File: config.mk
export PLATFORM = sky130hd
export DESIGN_NAME = nios_oci_dct_trace_capture
export DESIGN_NICKNAME = d
export VERILOG_FILES = /design/src/rtl/nios_oci_dct_trace_capture.sv
export SDC_FILE = /design/constraint.sdc
export NUM_CORES = 1
export LEC_CHECK = 0
export CAP_MARGIN = 20
export CELL_PAD_IN_SITES_DETAIL_PLACEMENT = 1
export CELL_PAD_IN_SITES_GLOBAL_PLACEMENT = 1
export CORE_ASPECT_RATIO = 0.5
export CORE_MARGIN = 4
export CORE_UTILIZATION = 59
export CTS_BUF_LIST = sky130_fd_sc_hd__clkbuf_8
export DETAILED_ROUTE_END_ITERATION = 6
export GPL_ROUTABILITY_DRIVEN = 0
export GPL_TIMING_DRIVEN = 1
export PLACE_DENSITY_LB_ADDON = 0.1
export SYNTH_ARGS = -nofsm -noshare
export SYNTH_HDL_FRONTEND = slang
export SYNTH_SLANG_ARGS = --single-unit
File: constraint.sdc
create_clock -name clk -period 10.95 [get_ports clk]
set_input_delay 1.6425 -clock clk [delete_from_list [all_inputs] [get_ports clk]]
set_output_delay 1.6425 -clock clk [all_outputs]
set_load 0.005 [all_outputs]
File: src/rtl/nios_oci_dct_trace_capture.sv
// Capture buffer for Nios OCI DCT trace frames: FIFO with registered first-word-fall-through head,
// drop/sequence counters and an end-of-test capture/drain/done sequencer.
module nios_oci_dct_trace_capture #(
   parameter int unsigned DCT_WIDTH   = 30,
   parameter int unsigned COUNT_WIDTH = 4,
   parameter int unsigned DEPTH_LOG2  = 4,
   parameter int unsigned OVF_WIDTH   = 8
) (
   input  logic                             clk,
   input  logic                             reset,
   input  logic                             capture_enable,
   input  logic                             dct_valid,
   input  logic [DCT_WIDTH-1:0]             dct_buffer,
   input  logic [COUNT_WIDTH-1:0]           dct_count,
   input  logic                             test_ending,
   input  logic                             test_has_ended,
   output logic                             out_valid,
   input  logic                             out_ready,
   output logic [COUNT_WIDTH+DCT_WIDTH-1:0] out_data,
   output logic [DEPTH_LOG2:0]              fifo_level,
   output logic [OVF_WIDTH-1:0]             overflow_count,
   output logic [15:0]                      frame_seq,
   output logic [1:0]                       state,
   output logic                             done
);

   localparam int unsigned FrameW = COUNT_WIDTH + DCT_WIDTH;
   localparam int unsigned PtrW   = DEPTH_LOG2;
   localparam int unsigned LevelW = DEPTH_LOG2 + 1;
   localparam int unsigned Depth  = 2 ** DEPTH_LOG2;

   typedef enum logic [1:0] {
      StIdle    = 2'd0,
      StCapture = 2'd1,
      StDrain   = 2'd2,
      StDone    = 2'd3
   } state_e;

   state_e              state_q, state_d;
   logic                ended_q, ended_d;
   logic [PtrW-1:0]     wr_ptr_q, wr_ptr_d;
   logic [PtrW-1:0]     rd_ptr_q, rd_ptr_d;
   logic [LevelW-1:0]   level_q, level_d;
   logic [OVF_WIDTH-1:0] ovf_q, ovf_d;
   logic [15:0]         seq_q, seq_d;
   logic                out_valid_q, out_valid_d;
   logic [FrameW-1:0]   out_data_q, out_data_d;
   logic [FrameW-1:0]   mem_q [Depth];

   logic                wr_req, wr_accept, wr_reject, pop, full;
   logic [LevelW-1:0]   level_after_pop;

   always_comb begin
      wr_req          = dct_valid && (dct_count != '0) && (state_q == StCapture) && !test_ending;
      pop             = out_valid_q && out_ready;
      full            = (level_q == LevelW'(Depth));
      // A full FIFO still accepts when the head leaves on the same edge.
      wr_accept       = wr_req && (!full || pop);
      wr_reject       = wr_req && !wr_accept;
      level_after_pop = level_q - LevelW'(pop);

      level_d  = level_after_pop + LevelW'(wr_accept);
      wr_ptr_d = wr_ptr_q + PtrW'(wr_accept);
      rd_ptr_d = rd_ptr_q + PtrW'(pop);
      seq_d    = seq_q + 16'(wr_accept);
      ovf_d    = ovf_q;
      if (wr_reject && (ovf_q != '1)) begin
         ovf_d = ovf_q + OVF_WIDTH'(1);
      end

      // Head register only sees frames already in memory, giving one cycle of write latency.
      out_valid_d = (level_after_pop != '0);
      out_data_d  = out_valid_d ? mem_q[rd_ptr_d] : '0;

      ended_d = ended_q | test_has_ended;
      state_d = state_q;
      unique case (state_q)
         StIdle: begin
            if (test_ending) begin
               state_d = StDrain;
            end else if (capture_enable) begin
               state_d = StCapture;
            end
         end
         StCapture: begin
            if (test_ending) begin
               state_d = StDrain;
            end
         end
         StDrain: begin
            if ((ended_q || test_has_ended) && (level_after_pop == '0)) begin
               state_d = StDone;
            end
         end
         StDone:  state_d = StDone;
         default: state_d = StIdle;
      endcase
   end

   always_ff @(posedge clk) begin
      if (reset) begin
         state_q     <= StIdle;
         ended_q     <= 1'b0;
         wr_ptr_q    <= '0;
         rd_ptr_q    <= '0;
         level_q     <= '0;
         ovf_q       <= '0;
         seq_q       <= '0;
         out_valid_q <= 1'b0;
         out_data_q  <= '0;
      end else begin
         state_q     <= state_d;
         ended_q     <= ended_d;
         wr_ptr_q    <= wr_ptr_d;
         rd_ptr_q    <= rd_ptr_d;
         level_q     <= level_d;
         ovf_q       <= ovf_d;
         seq_q       <= seq_d;
         out_valid_q <= out_valid_d;
         out_data_q  <= out_data_d;
      end
   end

   always_ff @(posedge clk) begin
      if (!reset && wr_accept) begin
         mem_q[wr_ptr_q] <= {dct_count, dct_buffer};
      end
   end

   assign out_valid      = out_valid_q;
   assign out_data       = out_data_q;
   assign fifo_level     = level_q;
   assign overflow_count = ovf_q;
   assign frame_seq      = seq_q;
   assign state          = state_q;
   assign done           = (state_q == StDone);

endmodule

* Word level (Yosys, flattened, before mapping)
Memories as Yosys holds them, arrays and structs flattened. A register that Yosys moved wholly into a read port is not among the register bits.
Index checks and enable logic that the tools add are counted.
W data, S select, Z words.
** Storage, ports and cells
- RAM bits :: 544
- Logic and storage cells :: 53
- Flip-flop bits (word level) :: 41
- Memories kept :: 1
- Input bits :: 41
- Output and inout bits :: 67
** Memories
- mem_q :: depth 16, width 34, rd ports 1, clocked after Yosys merged registers in 1, write ports 1, RTL line 48 : logic [FrameW-1:0] mem_q [Depth];
** Cells by class
- Bitwise operators :: 2
- Multiplexer cells :: 7
- Add/sub/neg operators :: 6
- Reduce and logical (&&, ||, !) cells :: 21
- Equal/unequal tests :: 8
** Operators by type and width (count)
- $add A16 B1 Y16 :: 1
- $logic_and A1 B1 Y1 :: 9
- $add A4 B1 Y4 :: 2
- $add A8 B1 Y8 const B :: 1
- $mux W2 :: 4
- $ne A8 B8 Y1 const B :: 1
- $pmux W2 S4 :: 1
- $add A5 B1 Y5 :: 1
- $eq A5 B5 Y1 const B :: 1
- $logic_not A5 Y1 :: 1
- $reduce_bool A5 Y1 :: 1
- $sub A5 B1 Y5 :: 1
- $eq A2 B2 Y1 const B :: 2
- $logic_not A1 Y1 :: 4
- $ne A2 B2 Y1 const B :: 2
- $reduce_bool A4 Y1 :: 1
- $ne A3 B3 Y1 const B :: 1
- $reduce_and A3 Y1 :: 1
- $eq A2 B1 Y1 const B :: 1
- $logic_not A2 Y1 :: 1
- $logic_or A1 B1 Y1 :: 2
- $mux W1 :: 2
- $reduce_or A2 Y1 :: 1
- $not A1 Y1 :: 1
- $or A1 B1 Y1 :: 1

* Depth between registers and ports, before layout
Gate-level depths: netlist of run 1.
- Word-level depth :: 8
- Mapped depth :: 11
- Depth with buffers taken out :: 11

* Least setup slack after synthesis of run 1
No wires, ideal clock.
- Path kind :: in2reg
- Start :: input dct_count[2]
- End :: memory mem_q[1][0] (netlist name) (enable)
- Arrival time :: 4724 ps
- Slack :: 5759 ps
- Cell stages on the path :: 5
- Setup time :: 467 ps
- Path buffers :: 0
- Cell sequence :: or4_1 nand4_4 nor3b_4 nand3b_1 nor3_1
** Between the ends
- Longest elaborated chain between the ends :: 8
** RTL lines
- start: declaration :: RTL line 14 : input logic [COUNT_WIDTH-1:0] dct_count,
- $reduce_bool A4 Y1 :: RTL line 54 : wr_req = dct_valid && (dct_count != '0) && (state_q == StCapture) && !test_ending;
- $logic_and A1 B1 Y1 (3 in series) :: RTL line 54
- $logic_and A1 B1 Y1 :: RTL line 58 : wr_accept = wr_req && (!full || pop);
- $logic_and A1 B1 Y1 :: RTL line 125 : if (!reset && wr_accept) begin
- $mux W1 :: RTL line 125
- $mux W1 (not written as such) :: RTL line 126 : mem_q[wr_ptr_q] <= {dct_count, dct_buffer};
- end: declaration :: RTL line 48
Every way passes these cells.

* Worst setup path after layout of run 1
- Start :: input dct_count[3]
- End :: memory mem_q[9][11] (netlist name) (enable)
Same word-level chain as after synthesis.

==> results of run 1 <==
-- flip-flops by register name, summed over array words and instances (netlist names) --
| register | cells |
|---|---|
| state | 2 |
| fifo_level | 5 |
| ended_q | 1 |
| wr_ptr_q | 4 |
| overflow_count | 8 |
| mem_q | 544 |
| frame_seq | 16 |
| out_data | 34 |
| rd_ptr_q | 4 |
| out_valid | 1 |
-- worst max-delay path, cell delays in order --
cell and delay, ps:
clkdlybuf4s50_1 850, or4_1 280, nand4_4 220, nor3b_4 290, nand3_1 330, nor3_2 630
buf_4 590
-- per-stage QoR --
| step | worst slack [ps] | area (um^2) |
|---|---|---|
| after floorplan | 5760 | 23200 |
| after global placement | 5620 | 25100 |
| after detailed placement | 5540 | 25100 |
| after CTS | 6210 | 26700 |
| after global routing | 6140 | 26700 |
| final | 6330 | 26700 |
-- path summary, 6_finish.rpt --
kind | startpoint | endpoint | slack [ps] | cells past startpoint
worst min-delay path | ended_q | ended_q | 460 | 2
worst max-delay path | dct_count[3] | mem_q[9][11] | 6330 | 7
worst max register to register | out_valid | out_data[29] | 7530 | 7
worst min register to register | ended_q | ended_q | 460 | 2
-- layout make-up --
type | count | area share
inverters | 6 | 0.000844
repair buffers | 133 | 0.0482
clock buffers | 95 | 0.0490
clock inverters | 58 | 0.0104
well taps | 530 | 0.0249
flip-flops and latches | 619 | 0.669
multi-input cells | 408 | 0.198
-- metal layers --
layer,track usage,vias to the layer above,wire (um)
met3,0.0513,80,4220
li1,-,4796,-
met5,0,-,13
met1,0.371,5984,21600
met4,0.0638,2,924
met2,0.414,495,26100
-- cell families (layout without fill, tap and decap cells) --
kind of cell,Yosys count,after routing,share of synthesized area
fa+ha+maj,11,11,0.00592
compound gates,48,48,0.0130
xor+xnor,24,24,0.00936
flops,619,619,0.767
mux,205,205,0.161
simple gates,120,120,0.0309
buf+inv,55,292,0.0121
-- synth_stat cells (all sizes together) (3+ instances only) --
library cell,count
edfxtp,544
clkbuf,8
or3,3
nor2b,10
a21oi,7
nand4,5
inv,6
o21ai,3
o22ai,34
and3,3
mux4,136
nor3,6
nand3b,3
dfxtp,75
ha,11
xnor2,11
nand2b,5
nor4,4
nand3,14
nor2,45
xor2,13
mux2i,69
nand2,10
buf,41
-- power groups by stage --
stage                     Clock [mW]  Sequential (mW)  Combinational [mW]
after floorplan                    0             2.71               0.661
after global placement             0             2.72               0.935
after detailed placement           0             2.72               0.962
after CTS                       1.71             2.67               0.968
after global routing            1.83             2.67                1.03
final                           1.67             2.67               0.949
==> impl_metrics.env, run 1 <==
export IMPL_status="complete, no violations"
export IMPL_die_y_um=148
export IMPL_p_seq_frac=0.505
export IMPL_grt_overflow=0
export IMPL_hold_class="flip-flop to flip-flop"
export IMPL_n_fill_cell=3061
export IMPL_drive_gt1_frac=0.230
export IMPL_cts_max_path_buffers=3
export IMPL_drtIter0Drc=1271
export IMPL_synth_flop_cell="edfxtp_1"
export IMPL_track_usage=0.257
export IMPL_numPortBuffers=107
export IMPL_p_total_mw=5.28
export IMPL_cts_resized=0
export IMPL_clock_latency_ps=650
export IMPL_dieWidth_um=289
export IMPL_cts_buffers=84
export IMPL_cts_root_buf="clkbuf_8"
export IMPL_synth_edf_count=544
export IMPL_drc_errors=0
export IMPL_dp_cells=1695
export IMPL_grt_setup_unrepaired="no"
export IMPL_vias=11357
export IMPL_hold_violations=0
export IMPL_ys_seq_area_frac=0.767
export IMPL_power_density_nw_per_um2=198
export IMPL_yosys_top_cells_area="edfxtp_1 (70%), mux4_2 (13%), dfxtp_1 (6.5%)"
export IMPL_power_frac_clock=0.315
export IMPL_criticalPathCategory="input port to flip-flop"
export IMPL_yosys_area_top_type="edfxtp_1"
export IMPL_syn_avg_cell_area_um2=21.5
export IMPL_cp_required_ps=11210
export IMPL_synth_net_count=1134
export IMPL_grt_pass1_wl_mm=79.7
export IMPL_syn_inst=1082
export IMPL_cap_viol_max_count=0
export IMPL_grt_max_degree=79
export IMPL_first_pass_iters=5
export IMPL_start_kind="input port"
export IMPL_peakVddDrop_mv=0.135
export IMPL_crit_path_end_kind="flip-flop"
export IMPL_p_leak_nw=8.30
export IMPL_crit_fanout=28
export IMPL_cts_tree="built"
export IMPL_dieArea_um2=42800
export IMPL_finalWirelength_mm=52.8
export IMPL_drtAntennaViolNets=0
export IMPL_hold_buffers=0
export IMPL_multi_input_area_um2=5290
export IMPL_start_util=0.598
export IMPL_finalCriticalPeriod_ps=4620
export IMPL_layout_nets=1304
export IMPL_p_sw_mw=1.32
export IMPL_critPathArrivalTime_ps=4880
export IMPL_io_pins=108
export IMPL_synth_top_cell_area_share=0.703
export IMPL_layout_commonest_cell="edfxtp_1"
export IMPL_syn_cell_area_um2=23200
export IMPL_clk_pin_slew_ps=60
export IMPL_cts_max_level=3
export IMPL_fin_cells=1849
export IMPL_wire_per_inst_um=28.6
export IMPL_clock_sinks=619
export IMPL_viasPerCell=6.14
export IMPL_grt_pass1_vias=12369
export IMPL_holdWs_ps=459
export IMPL_yosysWarnings=0
export IMPL_finalMaxSlewViolations=0
export IMPL_post_cts_setup_buffers=0
export IMPL_fin_skew_ps=26.4
export IMPL_setup_violations=0
export IMPL_core_area_um2=38900
export IMPL_areaGrowthSynthToFinish_pct=14.8
export IMPL_ys_ff_latch=619
export IMPL_final_cell_mix="edfxtp_1 (544), mux4_2 (136), clkdlybuf4s50_1 (107)"
export IMPL_row_count=51
export IMPL_p_comb_frac=0.179
export IMPL_finalSetupTns_ps=0
export IMPL_async_flop_share=0
export IMPL_antenna_cells=0
export IMPL_fmax_mhz=216
export IMPL_ys_types=47
export IMPL_tightest_slew_ps=1010
export IMPL_regArea_um2=17800
export IMPL_post_route_util=0.687
export IMPL_p_int_mw=3.96
export IMPL_antenna_found_initial=1
export IMPL_swShare=0.250
export IMPL_hpwl_mm=26.9
export IMPL_slew_headroom=0.328
export IMPL_period_share=0.422
Power figures use the tool's default switching activity.
==> run 2, diff against run 1 <==
- CORE_UTILIZATION: 59 -> 55
- clock period: 10.95 -> 4.6 ns (I/O delays scaled with it)
==> impl_metrics.env, run 2 (synthesis results as in run 1) <==
export IMPL_crit_path_end_kind="flip-flop"
export IMPL_drtIter0Drc=912
export IMPL_core_area_um2=41100
export IMPL_peakVddDrop_mv=0.266
export IMPL_finalMaxSlewViolations=0
export IMPL_crit_fanout=34
export IMPL_fin_cells=1906
export IMPL_tightest_slew_ps=691
export IMPL_cpPeakStageDelay_ps=830
export IMPL_hold_violations=0
export IMPL_critPathArrivalTime_ps=3460
export IMPL_period_share=0.695
export IMPL_slew_headroom=0.539
export IMPL_drive_gt1_frac=0.237
export IMPL_start_kind="input port"
export IMPL_p_seq_frac=0.506
export IMPL_clock_sinks=619
export IMPL_p_leak_nw=8.39
export IMPL_wire_per_inst_um=26.5
export IMPL_finalSetupTns_ps=0
export IMPL_vias=11342
export IMPL_drc_errors=0
export IMPL_antenna_cells=0
export IMPL_p_int_mw=9.36
export IMPL_largest_reg_flops=544
export IMPL_cts_max_path_buffers=3
export IMPL_clk_pin_slew_ps=60
export IMPL_hold_buffers=0
export IMPL_pre_cts_slack_ps=812
export IMPL_dieWidth_um=299
export IMPL_clock_latency_ps=650
export IMPL_holdWs_ps=467
export IMPL_fmax_mhz=313
export IMPL_cts_tree="built"
export IMPL_areaGrowthSynthToFinish_pct=15.7
export IMPL_dp_cells=1750
export IMPL_power_frac_clock=0.306
export IMPL_status="complete, no violations"
export IMPL_criticalPathCategory="input port to flip-flop"
export IMPL_layout_commonest_cell="edfxtp_1"
export IMPL_grt_pass1_wl_mm=77.5
export IMPL_finalWirelength_mm=50.5
export IMPL_cp_required_ps=4860
export IMPL_cts_root_buf="clkbuf_8"
export IMPL_finalCriticalPeriod_ps=3200
export IMPL_first_pass_iters=5
export IMPL_hpwl_mm=30.3
export IMPL_p_total_mw=12.6
export IMPL_p_sw_mw=3.19
export IMPL_dieArea_um2=45800
export IMPL_regMostFlops="mem_q"
export IMPL_setup_violations=0
export IMPL_post_dp_cell_area_um2=25400
export IMPL_grt_overflow=0
export IMPL_post_cts_setup_buffers=0
export IMPL_die_y_um=153
export IMPL_track_usage=0.226
export IMPL_grt_pass1_vias=12420
export IMPL_row_count=52
export IMPL_cap_viol_max_count=0
export IMPL_grt_setup_unrepaired="no"
export IMPL_critPathSlowestCell="clkdlybuf4s50_1"
export IMPL_drtAntennaViolNets=0
export IMPL_p_comb_frac=0.187
export IMPL_grt_max_degree=42
export IMPL_cts_buffers=84
export IMPL_layout_nets=1321
export IMPL_viasPerCell=5.95
export IMPL_fin_skew_ps=21.3
export IMPL_antenna_found_initial=0
export IMPL_start_util=0.566
export IMPL_swShare=0.254
export IMPL_stdcell_area_um2=26900
export IMPL_cts_max_level=3
export IMPL_hold_class="flip-flop to flip-flop"
export IMPL_io_pins=108
export IMPL_path_cells="clkdlybuf4s50_1 > or4_1 > nand4_4 > nor3b_4 > nand3_1 > nor3_2 > buf_4"
export IMPL_n_fill_cell=3336
export IMPL_final_cell_mix="edfxtp_1 (544), mux4_2 (136), clkdlybuf4s50_1 (107)"
export IMPL_post_route_util=0.655
export IMPL_power_density_nw_per_um2=467
export IMPL_numPortBuffers=107
export IMPL_cts_resized=0
export IMPL_fin_ws_ps=1400
run 2: changes by cell type in the layout (fill, tap and decap cells not counted):
cell / change
clkinv_2: +2
bufinv_16: -1
clkbuf_8: -4
buf_16: -1
clkinv_8: -1
buf_4: +9
inv_1: +2
inv_8: +1
clkinv_1: +4
buf_12: +9
run 2: area by class of cell:
cell class | instances | area, um^2 | share of cell area
clock inverters | 65 | 275 | 0.0102
flip-flops and latches | 619 | 17800 | 0.663
well taps | 567 | 709 | 0.0264
inverters | 6 | 22.5 | 0.000838
clock buffers | 91 | 1250 | 0.0466
repair buffers | 150 | 1510 | 0.0560
multi-input cells | 408 | 5290 | 0.197
run 2: worst paths after layout:
kind                 from            to  slack, ps  depth (start not counted)
max          dct_count[0]  mem_q[9][13]       1400                          7
max reg2reg     out_valid  out_data[29]       1550                         10
min               ended_q       ended_q        470                          2
min reg2reg       ended_q       ended_q        470                          2
run 2: routing by layer:
| layer | global-route usage | up-vias | wire, um |
|---|---|---|---|
| met5 | 0 | - | 0 |
| met4 | 0.0513 | 0 | 705 |
| met3 | 0.0441 | 66 | 3150 |
| met2 | 0.362 | 383 | 24400 |
| met1 | 0.330 | 6055 | 22300 |
| li1 | - | 4838 | - |
run 2: critical path: cells and delay by family:
| kind | cells | cell delay [ps] |
|---|---|---|
| simple gates | 5 | 1360 |
| buf+inv | 2 | 1360 |
run 2: power groups by stage:
stage / registers, mW / clock network, mW / logic [mW]
6_report: 6.35 / 3.85 / 2.35
4_1_cts: 6.36 / 3.94 / 2.41
3_5_place_dp: 6.47 / 0 / 2.39
3_3_place_gp: 6.47 / 0 / 2.32
5_1_grt: 6.36 / 4.24 / 2.55
2_1_floorplan: 6.45 / 0 / 1.57
